--- config.mk ---
export PLATFORM = sky130hd
export DESIGN_NAME = seq_multiplier
export DESIGN_NICKNAME = d
export VERILOG_FILES = /design/src/rtl/seq_multiplier.sv
export SDC_FILE = /design/constraint.sdc
export NUM_CORES = 1
export LEC_CHECK = 0
export ABC_AREA = 1
export CORE_UTILIZATION = 64
export CTS_CLUSTER_SIZE = 8
export DETAILED_ROUTE_END_ITERATION = 8
export PLACE_DENSITY = 0.87
export SETUP_SLACK_MARGIN = 0.02
export SYNTH_ARGS = -nofsm -noshare
export SYNTH_HDL_FRONTEND = slang
export SYNTH_SLANG_ARGS = --single-unit
--- constraint.sdc ---
create_clock -name clk -period 6.26 [get_ports clk]
set_clock_uncertainty 0.2 [all_clocks]
set_input_delay 0.626 -clock clk [delete_from_list [all_inputs] [get_ports clk]]
set_output_delay 0.626 -clock clk [all_outputs]
set_load 0.02 [all_outputs]
--- src/rtl/seq_multiplier.sv ---
// Iterative shift-add multiplier: WIDTH-bit operands, 2*WIDTH-bit product, one multiplier bit per cycle.
// Optional early termination when the remaining multiplier bits are zero: define MULT_EARLY_TERM_EN.
module seq_multiplier #(
    parameter int unsigned WIDTH = 16
) (
    input  logic                 clk,
    input  logic                 rst_n,
    input  logic                 start,
    input  logic                 is_signed,
    input  logic [WIDTH-1:0]     multiplicand,
    input  logic [WIDTH-1:0]     multiplier,
    output logic                 busy,
    output logic                 ready,
    output logic [2*WIDTH-1:0]   result
);

    localparam int unsigned SW = (WIDTH > 1) ? $clog2(WIDTH) : 1;
    localparam logic [SW-1:0] LAST_STEP = SW'(WIDTH - 1);
    localparam logic [SW-1:0] STEP_ONE  = SW'(1);
    localparam logic [WIDTH-1:0]   ONE_W  = WIDTH'(1);
    localparam logic [2*WIDTH-1:0] ONE_2W = (2*WIDTH)'(1);

    typedef enum logic [1:0] {
        IDLE,
        RUN,
        DONE
    } state_t;

    state_t state;
    state_t state_nx;

    logic [2*WIDTH-1:0] acc;
    logic [2*WIDTH-1:0] mcand_sh;
    logic [WIDTH-1:0]   mplr_sh;
    logic [SW-1:0]      step;
    logic               neg_flag;

    logic [WIDTH-1:0]   mag_a;
    logic [WIDTH-1:0]   mag_b;
    logic               last_step;
    logic               early_done;

    // Magnitudes; |-2^(WIDTH-1)| = 2^(WIDTH-1) still fits as an unsigned WIDTH-bit value.
    always_comb begin
        mag_a = multiplicand;
        mag_b = multiplier;
        if (is_signed && multiplicand[WIDTH-1]) begin
            mag_a = (~multiplicand) + ONE_W;
        end
        if (is_signed && multiplier[WIDTH-1]) begin
            mag_b = (~multiplier) + ONE_W;
        end
    end

    assign last_step = (step == LAST_STEP);

`ifdef MULT_EARLY_TERM_EN
    logic zero_q;

    // Zero detection is registered, so termination lands one cycle after the multiplier empties.
    assign early_done = zero_q;
`else
    assign early_done = 1'b0;
`endif

    always_ff @(posedge clk) begin
        if (!rst_n) begin
            state <= IDLE;
        end else begin
            state <= state_nx;
        end
    end

    always_comb begin
        state_nx = state;
        busy     = 1'b0;
        case (state)
            IDLE: begin
                if (start) begin
                    state_nx = RUN;
                end
            end
            RUN: begin
                busy = 1'b1;
                if (last_step || early_done) begin
                    state_nx = DONE;
                end
            end
            DONE: begin
                busy     = 1'b1;
                state_nx = IDLE;
            end
            default: begin
                state_nx = IDLE;
            end
        endcase
    end

    always_ff @(posedge clk) begin
        if (!rst_n) begin
            acc      <= '0;
            mcand_sh <= '0;
            mplr_sh  <= '0;
            step     <= '0;
            neg_flag <= 1'b0;
            ready    <= 1'b0;
            result   <= '0;
`ifdef MULT_EARLY_TERM_EN
            zero_q   <= 1'b0;
`endif
        end else begin
            case (state)
                IDLE: begin
                    if (start) begin
                        mcand_sh <= {{WIDTH{1'b0}}, mag_a};
                        mplr_sh  <= mag_b;
                        neg_flag <= is_signed & (multiplicand[WIDTH-1] ^ multiplier[WIDTH-1]);
                        acc      <= '0;
                        step     <= '0;
                        ready    <= 1'b0;
`ifdef MULT_EARLY_TERM_EN
                        zero_q   <= 1'b0;
`endif
                    end
                end
                RUN: begin
                    if (mplr_sh[0]) begin
                        acc <= acc + mcand_sh;
                    end
                    mcand_sh <= mcand_sh << 1;
                    mplr_sh  <= mplr_sh >> 1;
                    step     <= step + STEP_ONE;
`ifdef MULT_EARLY_TERM_EN
                    zero_q   <= (mplr_sh == '0);
`endif
                end
                DONE: begin
                    result <= neg_flag ? ((~acc) + ONE_2W) : acc;
                    ready  <= 1'b1;
                end
                default: begin
                    ready <= 1'b0;
                end
            endcase
        end
    end

endmodule

# Yosys cells after proc, flatten, opt, wreduce, memory -nomap -nowiden
# Cells that the tools add are included.
word_totals:
  reg_bits: 120
  latchBits: 0
  ram_bits: 0
  romBits: 0
  input_bits: 36
  word_cells: 53
  memories: 0
op_classes:
  n_addsub: 5
  n_mul: 0
  div: 0
  magnitude_cmp: 0
  eq_ne: 6
  shifts: 0
  muxes: 18
  bitwise: 6
  reduce_logical: 10
ops:
  columns: ["op", "n"]
  rows:
  - ["$mux 32", 4]
  - ["$pmux 32 s2", 2]
  - ["$mux 16", 3]
  - ["$add 16x1->16 const B", 2]
  - ["$add 32x1->32 const B", 1]
  - ["$add 32x32->32", 1]
  - ["$not 16->16", 2]
  - ["$not 32->32", 1]
  - ["$pmux 16 s2", 1]
  - ["$pmux 4 s2", 1]
  - ["$reduce_and 2->1", 4]
  - ["$ne 2x2->1 const B", 3]
  - ["$add 4x1->4 const B", 1]
  - ["$eq 4x4->1 const B", 1]
  - ["$mux 2", 2]
  - ["$mux 4", 1]
  - ["$pmux 2 s2", 1]
  - ["$pmux 1 s3", 1]
  - ["$reduce_and 3->1", 1]
  - ["$eq 2x1->1 const B", 1]
  - ["$eq 2x2->1 const B", 1]
  - ["$logic_and 1x1->1", 2]
  - ["$logic_not 2->1", 1]
  - ["$mux 1", 2]
  - ["other kinds (5)", 5]

# Logic depth before layout (Yosys ltp)
depth:
  word_depth: 5
  mapped_depth: 14

# Least setup slack after synthesis
# OpenSTA, ideal clock, no wires.
synth_path:
  path_type: "register to register"
  startpoint: "reg acc[0]"
  endpoint: "reg acc[16]"
  arrival_time_ns: 1.705
  required_time_ns: 5.928
  slack_ns: 4.223
  stages_incl_launch_ff: 14
  path_cell_list: "dfxtp_1 > ha_1 > inv_1 > fa_1 > inv_1 > nand3_1 > nand3_1 > nand2_1 > nand2_1 > inv_1 > o21ai_0 > nand2_1 > nand3_1 > a21oi_1"
synth_between:
  elab_chain_cells: 3
synth_lines:
  columns: ["item", "line_no", "text"]
  rows:
  - ["start: declaration", "32", "logic [2*WIDTH-1:0] acc;"]
  - ["start signal: assignment", "128", "acc <= acc + mcand_sh;"]
  - ["$add 32x32->32", "128", null]
  - ["$mux 32", "127", "if (mplr_sh[0]) begin"]
  - ["$pmux 32 s2", "112", "case (state)"]
# Every way passes these cells. The select of a mux whose other input is x is not followed.
# A chain may end at the register's enable or synchronous reset.

# Final worst setup path
layout_path:
  startpoint: "reg state[1]"
  endpoint: "reg acc[3]"
layout_between:
  elab_chain_cells: 3
layout_lines:
  columns: ["item", "line_no", "text"]
  rows:
  - ["start: declaration", "29", "state_t state;"]
  - ["start signal: assignment", "70", "state <= state_nx;"]
  - ["$eq 2x1->1 / $logic_not 2->1 (equally long branches)", "112", null]
  - ["$ne 2x2->1 (no line) / $reduce_bool 2->1 (equally long branches)", null, null]
  - ["$reduce_and 3->1 (no line)", null, null]
# Several ways; a longest one is shown, not always the timed one.

==> impl_metrics.ini <==
[status]
status = finished clean

[layout]
nNetsFinal = 1532
areaGrowthSynthToFinish_pct = 16.41
drive_gt1_frac = 0.04289
n_antenna_cell = 0
final_cells = 1641

[cts]
cts.sinks = 120
clkSlewWorstSetupHoldPaths_ps = 50
clk_latency_ps = 420
cts-root-buf = clkbuf_16
cts_buffers = 17
postCtsHoldBufs = 0
cts_max_path_buffers = 2
cts_tree = built
htreeDepth = 4
post_cts_buffers = 0
cts-resized-gates = 0

[synth]
syn-num-nets = 1486
ys_seq_area_frac = 0.2852
netlist.area_leader.share = 0.2852
synthDistinctLibCells = 42
synth_area_sq_um = 8424
synth_top_family_by_area = simple AND/OR/NAND/NOR gates
synth_edf_count = 0
synth_top_cell_by_area = dfxtp_1
synth_seq_cells = 120
synthMuxAreaShare = 0
netlist_instances = 1411
synth.area.top_cells = dfxtp_1, nand2_1, inv_1
syn-mean-instance-area_sq_um = 5.970
async_reset_ff_frac = 0
yosys_most_used_dff = dfxtp_1
synth_compound_gate_area_share = 0.1653
yosys.area_share.adder = 0.05881
synth_xor_xnor_area_share = 0.01975
synth_simple_gate_area_frac = 0.3617
yosys_warnings = 0

[setup_path]
critPathLaunchType = flop
critPathRequiredTime_ps = 6380
critical_path.max_fanout = 49
cp-end-kind = flop
worstPathArrival_ps = 3950
critPathKind = reg2reg

[global_routing]
grt_pass1_wl_mm = 38.09
grt_overflow = 0
grtUsageMet2 = 0.6181
met3_usage = 0.07940
use_met1 = 0.4152
grt_antenna_before_repair = 0
grt_max_degree = 61
grtUsageTotal = 0.3600
grt_pass1_vias = 8216
grt_busiest_layer = met2

[placed_design]
port_buffers = 69
gp_congestion = 0.9517
post-dp-hpwl_mm = 16.81
dp_cells = 1610

[timing]
fin_hold_ws_ps = 265.0
maxSlewHeadroom = 0.2485
worstMarginPinSlew_ps = 1127
drv_slew = 0
fin_crit_ps = 3834
setup_viol = 0
fmax_ghz = 0.2608
hold_violations = 0
finalCritPeriodShare = 0.6124
tns_ps = 0
rsz0062_at_grt = no

[die]
die_h_um = 116.7
start_util = 0.6622
num_io_pins = 70
die_width_um = 116.7
rows = 41
dieArea_sq_um = 13630
coreArea_sq_um = 12720

[power_and_ir_drop]
power_density_nw_per_um2 = 226.1
p_leak_nw = 4.733
total_power_mw = 2.217
vdd_drop_max_uv = 202.7

[route]
ant_nets = 0
drt-vias-per-instance = 5.640
num_vias = 9255
drt-pass1-iter-count = 6
drtIter0Drc = 815
wirelength_mm = 23.68
remaining_drc_errors = 0
avgRoutedWirePerCell_um = 14.43

[job]
cap_violations = 0

[worst_hold_path]
hp-class = reg2reg
-- synthesized netlist by cell type, types with 3 or more instances --
cell type,instances
a211oi_1,4
a21oi_1,138
a31oi_1,4
buf_1,4
buf_2,16
clkbuf_1,25
dfxtp_1,120
ha_1,38
inv_1,187
inv_2,7
nand2_1,453
nand2_2,4
nand3_1,85
nand3b_1,8
nand4_1,10
nor2_1,150
nor2_2,6
nor2_4,3
nor3_1,11
o211ai_1,11
o21ai_0,61
o21ai_1,5
o21bai_1,3
o221ai_1,15
or2_2,5
xnor2_1,6
xor2_1,13
-- power breakdown --
part	internal, mW	leakage, nW	switching [mW]
Combinational	0.110	3.44	0.213
Sequential	0.798	0.972	0.0348
Clock	0.716	0.316	0.346
-- stage by stage --
step,utilization,setup slack (ps),instance area [sq um]
after floorplan,-,4223,8424
after global placement,0.7205,2617,9166
after detailed placement,0.7205,2519,9166
after CTS,0.7709,2476,9807
after global routing,0.7709,2159,9807
final,0.7709,2426,9807
-- cell type report --
| cell class | count | area [sq um] |
|---|---|---|
| tap | 172 | 215.2 |
| timing repair buffer | 72 | 713.2 |
| clock buffer | 24 | 501.7 |
| clock inverter | 7 | 138.9 |
| inverter | 195 | 732.0 |
| sequential | 120 | 2402 |
| multi-input combinational | 1051 | 5104 |
| fill | 1045 | 2915 |
-- flip-flops by register name, summed over array words and instances (netlist names) --
signal	count
step	4
ready	1
acc	32
mplr_sh	16
result	32
state	2
mcand_sh	32
neg_flag	1
-- cell families after synthesis --
logic type / Yosys count
simple gates: 742
compound gates: 251
flops: 120
fa+ha+maj: 39
xor+xnor: 19
buf+inv: 240
-- metal layers --
layer | up-vias | wire length, um
met5 | - | 0
met4 | 0 | 1093
met3 | 88 | 1434
met2 | 400 | 11580
met1 | 4147 | 9578
li1 | 4620 | -
-- critical path, stage by stage (launching register included) --
cell and delay (ps):
dfxtp_1 310, inv_1 90, ha_1 530, inv_2 470, nor2_2 820, nand2_4 200, inv_2 450, nor2_4 260
inv_1 150, nor2_1 60, o21a_1 170
-- cells in the final DEF, fill, tap and decap left out, drive strengths merged --
master / instances
and3: 1
inv: 194
a31o: 1
nor3: 11
nand4: 10
ha: 38
o22ai: 1
buf: 3
o221ai: 15
o31ai: 1
nor2: 159
a21o: 2
a21oi: 138
clkdlybuf4s50: 69
xnor2: 6
nor4: 2
nand3b: 8
o21a: 1
nand3: 86
a211oi: 4
clkinv: 4
o211ai: 11
nand2: 458
xor2: 13
clkbuf: 24
bufinv: 4
fa: 1
dfxtp: 120
o21ai: 68
a221oi: 1
or2: 7
a31oi: 4
o2111ai: 1
o21bai: 3
-- worst paths after layout --
kind / endpoint / from / cells after the start / slack [ps]
max: acc[3]$_SDFFE_PN0P_ / state[1]$_SDFFE_PN0P_ / 10 / 2430
min: mplr_sh[14]$_SDFFE_PN0P_ / mplr_sh[14]$_SDFFE_PN0P_ / 2 / 270
max reg2reg: acc[3]$_SDFFE_PN0P_ / state[1]$_SDFFE_PN0P_ / 10 / 2430
min reg2reg: mplr_sh[14]$_SDFFE_PN0P_ / mplr_sh[14]$_SDFFE_PN0P_ / 2 / 270
Note: power is estimated with default switching activity, not from simulation.
